File: config.mk
export PLATFORM = sky130hd
export DESIGN_NAME = fetch_queue_flat
export DESIGN_NICKNAME = d
export VERILOG_FILES = /design/src/rtl/fetch_queue_if.sv /design/src/rtl/fetch_queue.sv /design/src/flat_wrapper.sv
export SDC_FILE = /design/constraint.sdc
export NUM_CORES = 1
export LEC_CHECK = 0
export CELL_PAD_IN_SITES_DETAIL_PLACEMENT = 0
export CELL_PAD_IN_SITES_GLOBAL_PLACEMENT = 1
export CORE_MARGIN = 4
export CORE_UTILIZATION = 45
export CTS_CLUSTER_SIZE = 25
export DETAILED_ROUTE_END_ITERATION = 16
export PLACE_DENSITY = 0.88
export RECOVER_POWER = 25
export REMOVE_ABC_BUFFERS = 1
export SLEW_MARGIN = 20
export SYNTH_ARGS = -nofsm -noshare
export SYNTH_HDL_FRONTEND = slang
export SYNTH_SLANG_ARGS = --single-unit
export TNS_END_PERCENT = 100
File: constraint.sdc
create_clock -name clk -period 14.75 [get_ports clk]
set_input_delay 4.425 -clock clk [delete_from_list [all_inputs] [get_ports clk]]
set_output_delay 4.425 -clock clk [all_outputs]
set_load 0.005 [all_outputs]
File: src/rtl/fetch_queue_if.sv
// Fetch-stage bundle: instruction-memory port, redirect request and decode handshake.
interface fetch_queue_if #(
    parameter int unsigned N      = 64,
    parameter int unsigned INSN_W = 32,
    parameter int unsigned DEPTH  = 4
);
    localparam int unsigned CW = $clog2(DEPTH) + 1;

    logic              PCSrc_F;
    logic [N-1:0]      PCBranch_F;
    logic [N-1:0]      imem_addr_F;
    logic              imem_en_F;
    logic [INSN_W-1:0] imem_rdata_F;
    logic              valid_D;
    logic              ready_D;
    logic [INSN_W-1:0] instr_D;
    logic [N-1:0]      pc_D;
    logic [CW-1:0]     count_F;

    modport master (
        input  PCSrc_F, PCBranch_F, imem_rdata_F, ready_D,
        output imem_addr_F, imem_en_F, valid_D, instr_D, pc_D, count_F
    );

    modport slave (
        output PCSrc_F, PCBranch_F, imem_rdata_F, ready_D,
        input  imem_addr_F, imem_en_F, valid_D, instr_D, pc_D, count_F
    );
endinterface

File: src/rtl/fetch_queue.sv
// Fetch stage: PC register, combinational imem read and a DEPTH-entry {pc, insn}
// FIFO toward decode; a redirect flushes every buffered wrong-path entry.
module fetch_queue #(
    parameter int unsigned   N        = 64,
    parameter int unsigned   INSN_W   = 32,
    parameter int unsigned   DEPTH    = 4,
    parameter int unsigned   STEP     = 4,
    parameter logic [N-1:0]  RESET_PC = '0
) (
    input  logic          clk,
    input  logic          reset,
    fetch_queue_if.master fq
);
    localparam int unsigned PW = $clog2(DEPTH);
    localparam int unsigned CW = PW + 1;

    typedef struct packed {
        logic [N-1:0]      pc;
        logic [INSN_W-1:0] insn;
    } entry_t;

    entry_t        mem [DEPTH];
    logic [N-1:0]  pc;
    logic [PW-1:0] rd_ptr;
    logic [PW-1:0] wr_ptr;
    logic [CW-1:0] count;

    logic valid;
    logic full;
    logic pop;
    logic push;

    // Handshake decode; push is suppressed by reset and redirect.
    always_comb begin
        valid = (count != '0);
        full  = (count == CW'(DEPTH));
        pop   = valid & fq.ready_D;
        push  = ~reset & ~fq.PCSrc_F & (~full | pop);
    end

    // PC, pointers and occupancy.
    always_ff @(posedge clk) begin
        if (reset) begin
            pc     <= RESET_PC;
            rd_ptr <= '0;
            wr_ptr <= '0;
            count  <= '0;
        end else if (fq.PCSrc_F) begin
            pc     <= fq.PCBranch_F;
            rd_ptr <= '0;
            wr_ptr <= '0;
            count  <= '0;
        end else begin
            if (push) begin
                wr_ptr <= wr_ptr + PW'(1);
                pc     <= pc + N'(STEP);
            end
            if (pop) begin
                rd_ptr <= rd_ptr + PW'(1);
            end
            count <= count + CW'(push) - CW'(pop);
        end
    end

    // Entry storage carries no reset; contents are only meaningful below count.
    always_ff @(posedge clk) begin
        if (push) begin
            mem[wr_ptr] <= '{pc: pc, insn: fq.imem_rdata_F};
        end
    end

    assign fq.imem_addr_F = pc;
    assign fq.imem_en_F   = push;
    assign fq.valid_D     = valid;
    assign fq.pc_D        = mem[rd_ptr].pc;
    assign fq.instr_D     = mem[rd_ptr].insn;
    assign fq.count_F     = count;
endmodule

File: src/flat_wrapper.sv
// flat-port wrapper written by rule: the top's interface ports become plain ports
module fetch_queue_flat 
#(
    parameter int unsigned   N        = 64,
    parameter int unsigned   INSN_W   = 32,
    parameter int unsigned   DEPTH    = 4,
    parameter int unsigned   STEP     = 4,
    parameter logic [N-1:0]  RESET_PC = '0
)
  (clk, reset, fq_PCSrc_F, fq_PCBranch_F, fq_imem_rdata_F, fq_ready_D, fq_imem_addr_F, fq_imem_en_F, fq_valid_D, fq_instr_D, fq_pc_D, fq_count_F);
  fetch_queue_if #(.N(N), .INSN_W(INSN_W), .DEPTH(DEPTH)) fq_i ();
  input  logic clk;
  input  logic reset;
  input wire logic [$bits(fq_i.PCSrc_F)-1:0] fq_PCSrc_F;
  input wire logic [$bits(fq_i.PCBranch_F)-1:0] fq_PCBranch_F;
  input wire logic [$bits(fq_i.imem_rdata_F)-1:0] fq_imem_rdata_F;
  input wire logic [$bits(fq_i.ready_D)-1:0] fq_ready_D;
  output wire logic [$bits(fq_i.imem_addr_F)-1:0] fq_imem_addr_F;
  output wire logic [$bits(fq_i.imem_en_F)-1:0] fq_imem_en_F;
  output wire logic [$bits(fq_i.valid_D)-1:0] fq_valid_D;
  output wire logic [$bits(fq_i.instr_D)-1:0] fq_instr_D;
  output wire logic [$bits(fq_i.pc_D)-1:0] fq_pc_D;
  output wire logic [$bits(fq_i.count_F)-1:0] fq_count_F;
  assign fq_i.PCSrc_F = fq_PCSrc_F;
  assign fq_i.PCBranch_F = fq_PCBranch_F;
  assign fq_i.imem_rdata_F = fq_imem_rdata_F;
  assign fq_i.ready_D = fq_ready_D;
  assign fq_imem_addr_F = fq_i.imem_addr_F;
  assign fq_imem_en_F = fq_i.imem_en_F;
  assign fq_valid_D = fq_i.valid_D;
  assign fq_instr_D = fq_i.instr_D;
  assign fq_pc_D = fq_i.pc_D;
  assign fq_count_F = fq_i.count_F;
  fetch_queue #(.N(N), .INSN_W(INSN_W), .DEPTH(DEPTH), .STEP(STEP), .RESET_PC(RESET_PC)) u_core (.clk(clk), .reset(reset), .fq(fq_i));
endmodule
==> out/metrics.cfg <==
[outcome]
status=complete, no violations

[grt]
grt_max_degree=63
grt_pass1_wl_um=67630
grt.busiest_layer=met2
gr-usage-met3=0.04961
grt_use_met1=0.2766
grt_usage=0.2018
grt_pass1_vias=10910
gr-usage-met2=0.3298
antenna_found_initial=5
grt-ovfl-total=0

[clock_network]
cts_buffers=46
path_clk_slew_ns=0.06
clock_latency_ns=0.56
hold_buffers=0
post_cts_resized=0
clockRootBuffer=clkbuf_16
cts_tree=built
cts_max_level=2
clk_path_buf_depth=3
cts_setup_buffers=0
cts_sinks=457

[synthesis]
async_flop_share=0
synth_cells=1043
synth.area.top_cells=edfxtp_1 (64%), mux4_2 (12%), dfxtp_1 (8.1%)
synth_edf_count=384
synth_area_um2=18070
synthTopCellsByCount=edfxtp_1 (384), mux4_2 (96), dfxtp_1 (73)
synthDistinctLibCells=54
ys.flop_type=edfxtp_1
ys_ff_latch=457
ys_seq_area_frac=0.7192
yosysWarnings=0
synth.avg_cell_area_um2=17.32
synth.largest_area_cell=edfxtp_1
yosysTopAreaCellShare=0.6383
yosysMostFrequentCell=edfxtp_1

[route]
drcViolationCount=0
firstDrtPassIters=5
post_drt_wl_per_cell_um=23.69
vias=10640
wl_um=44280
viasPerCell=5.694
final_antenna_net_count=0
first_iter_violations=832

[timing]
slew_headroom=0.2844
grt_setup_unrepaired=no
timing.final.crit_share=0.7650
setup_tns_ns=0
hold_viol=0
setup_viol=0
fmax_mhz=88.62
slew_violations=0
skew_ns=0.01391
timing.final.crit_period_ns=11.28
tightest_slew_ns=1.070

[placement]
placed_cells=1785
gp_congestion=0.7756
place_area_um2=21260
io_buffers=264
dp_hpwl_um=28170

[floorplan]
die_y_um=208.4
fp.dieW_um=208.4
die_area_um2=43420
start_util=0.4547
io_pins=265
core_um2=39730
std_cell_rows=73

[layout]
design_area_um2=22760
drive_gt1_frac=0.1436
final_cells=1869
antennaDiodeCount=0
n_fill_cell=3051
area_delta_synth_final_pct=25.97
final_util=0.5728
regArea_um2=13000
nets=1416
multi_input_area_um2=4793

[hold_path]
hp-class=flop to flop

[job]
drv_cap=0

[worst_setup_path]
startpoint_type=primary input
path_class=primary input to output pin
r2r_slack_ns=11.21
crit_fanout=19
cp_data_arrival_time_ns=6.86
end_kind=output pin
required_ns=10.32

[power_and_ir_drop]
design_power_total_mw=2.824
p_leak_nw=7.212
ir_worst_vdd_mv=0.09730
p_per_area_nw_per_um2=124.1

==> where the power goes <==
| group | internal (mW) | total [mW] | switching (mW) |
|---|---|---|---|
| combinational | 0.105 | 0.180 | 0.0748 |
| clock | 0.690 | 1.17 | 0.477 |
| sequential | 1.44 | 1.48 | 0.0379 |
| total | 2.23 | 2.82 | 0.589 |
==> flip-flops by register name, indices dropped and copies added (netlist names), named ones only <==
name	count
u_core.fq.count_F	3
u_core.fq.imem_addr_F	64
u_core.mem	384
u_core.rd_ptr	2
u_core.wr_ptr	2
==> final cells by class <==
cell class | count | share of cell area
clock inverters | 25 | 0.01078
repair buffers | 278 | 0.1201
clock buffers | 59 | 0.05542
well taps | 525 | 0.02886
flip-flops and latches | 457 | 0.5712
multi-input cells | 507 | 0.2106
inverters | 18 | 0.002969
==> path summary, 6_finish.rpt <==
| kind | start | endpoint | depth (start not counted) |
|---|---|---|---|
| worst min-delay path | u_core.wr_ptr[1]$_SDFFE_PN0P_ | u_core.wr_ptr[1]$_SDFFE_PN0P_ | 2 |
| worst max register to register | u_core.fq.imem_addr_F[3]$_SDFFE_PP0P_ | u_core.fq.imem_addr_F[52]$_SDFFE_PP0P_ | 6 |
| worst max-delay path | fq_ready_D | fq_imem_en_F | 5 |
| worst min register to register | u_core.wr_ptr[1]$_SDFFE_PN0P_ | u_core.wr_ptr[1]$_SDFFE_PN0P_ | 2 |
==> critical path: stages <==
cell and delay (ns):
clkdlybuf4s50_1 0.45, or4b_2 0.93, nand2_1 0.33, inv_1 0.20, clkdlybuf4s50_1 0.52
==> cells by family after synthesis <==
family          Yosys count  share of synthesized area
buf+inv                  79                    0.01662
mux                      99                     0.1213
simple gates            267                    0.08034
xor+xnor                 33                    0.01600
fa+ha+maj                 8                   0.005956
compound gates          100                    0.04059
flops                   457                     0.7192
==> metal layers <==
| metal | share of wire | up-vias |
|---|---|---|
| met5 | 0.0013 | - |
| met4 | 0.021 | 10 |
| met3 | 0.069 | 76 |
| met2 | 0.49 | 389 |
| met1 | 0.42 | 5396 |
| li1 | - | 4771 |
==> through the flow <==
stage | hold WS, ns | setup WS [ns]
global placement | 0.4724 | 3.542
finish | 0.4945 | 3.466
floorplan | 0.4647 | 4.689
global route | 0.5216 | 3.333
detailed placement | 0.4892 | 3.509
CTS | 0.4967 | 3.497
==> placed cells by master, fill, tap and decap left out, drive strengths merged, types with 25 or more instances in the layout <==
master,instances
clkbuf,60
clkdlybuf4s50,262
dfxtp,73
edfxtp,384
mux4,96
nand2,50
nand4,31
nor2,54
xnor2,25
Power figures use the tool's default switching activity.
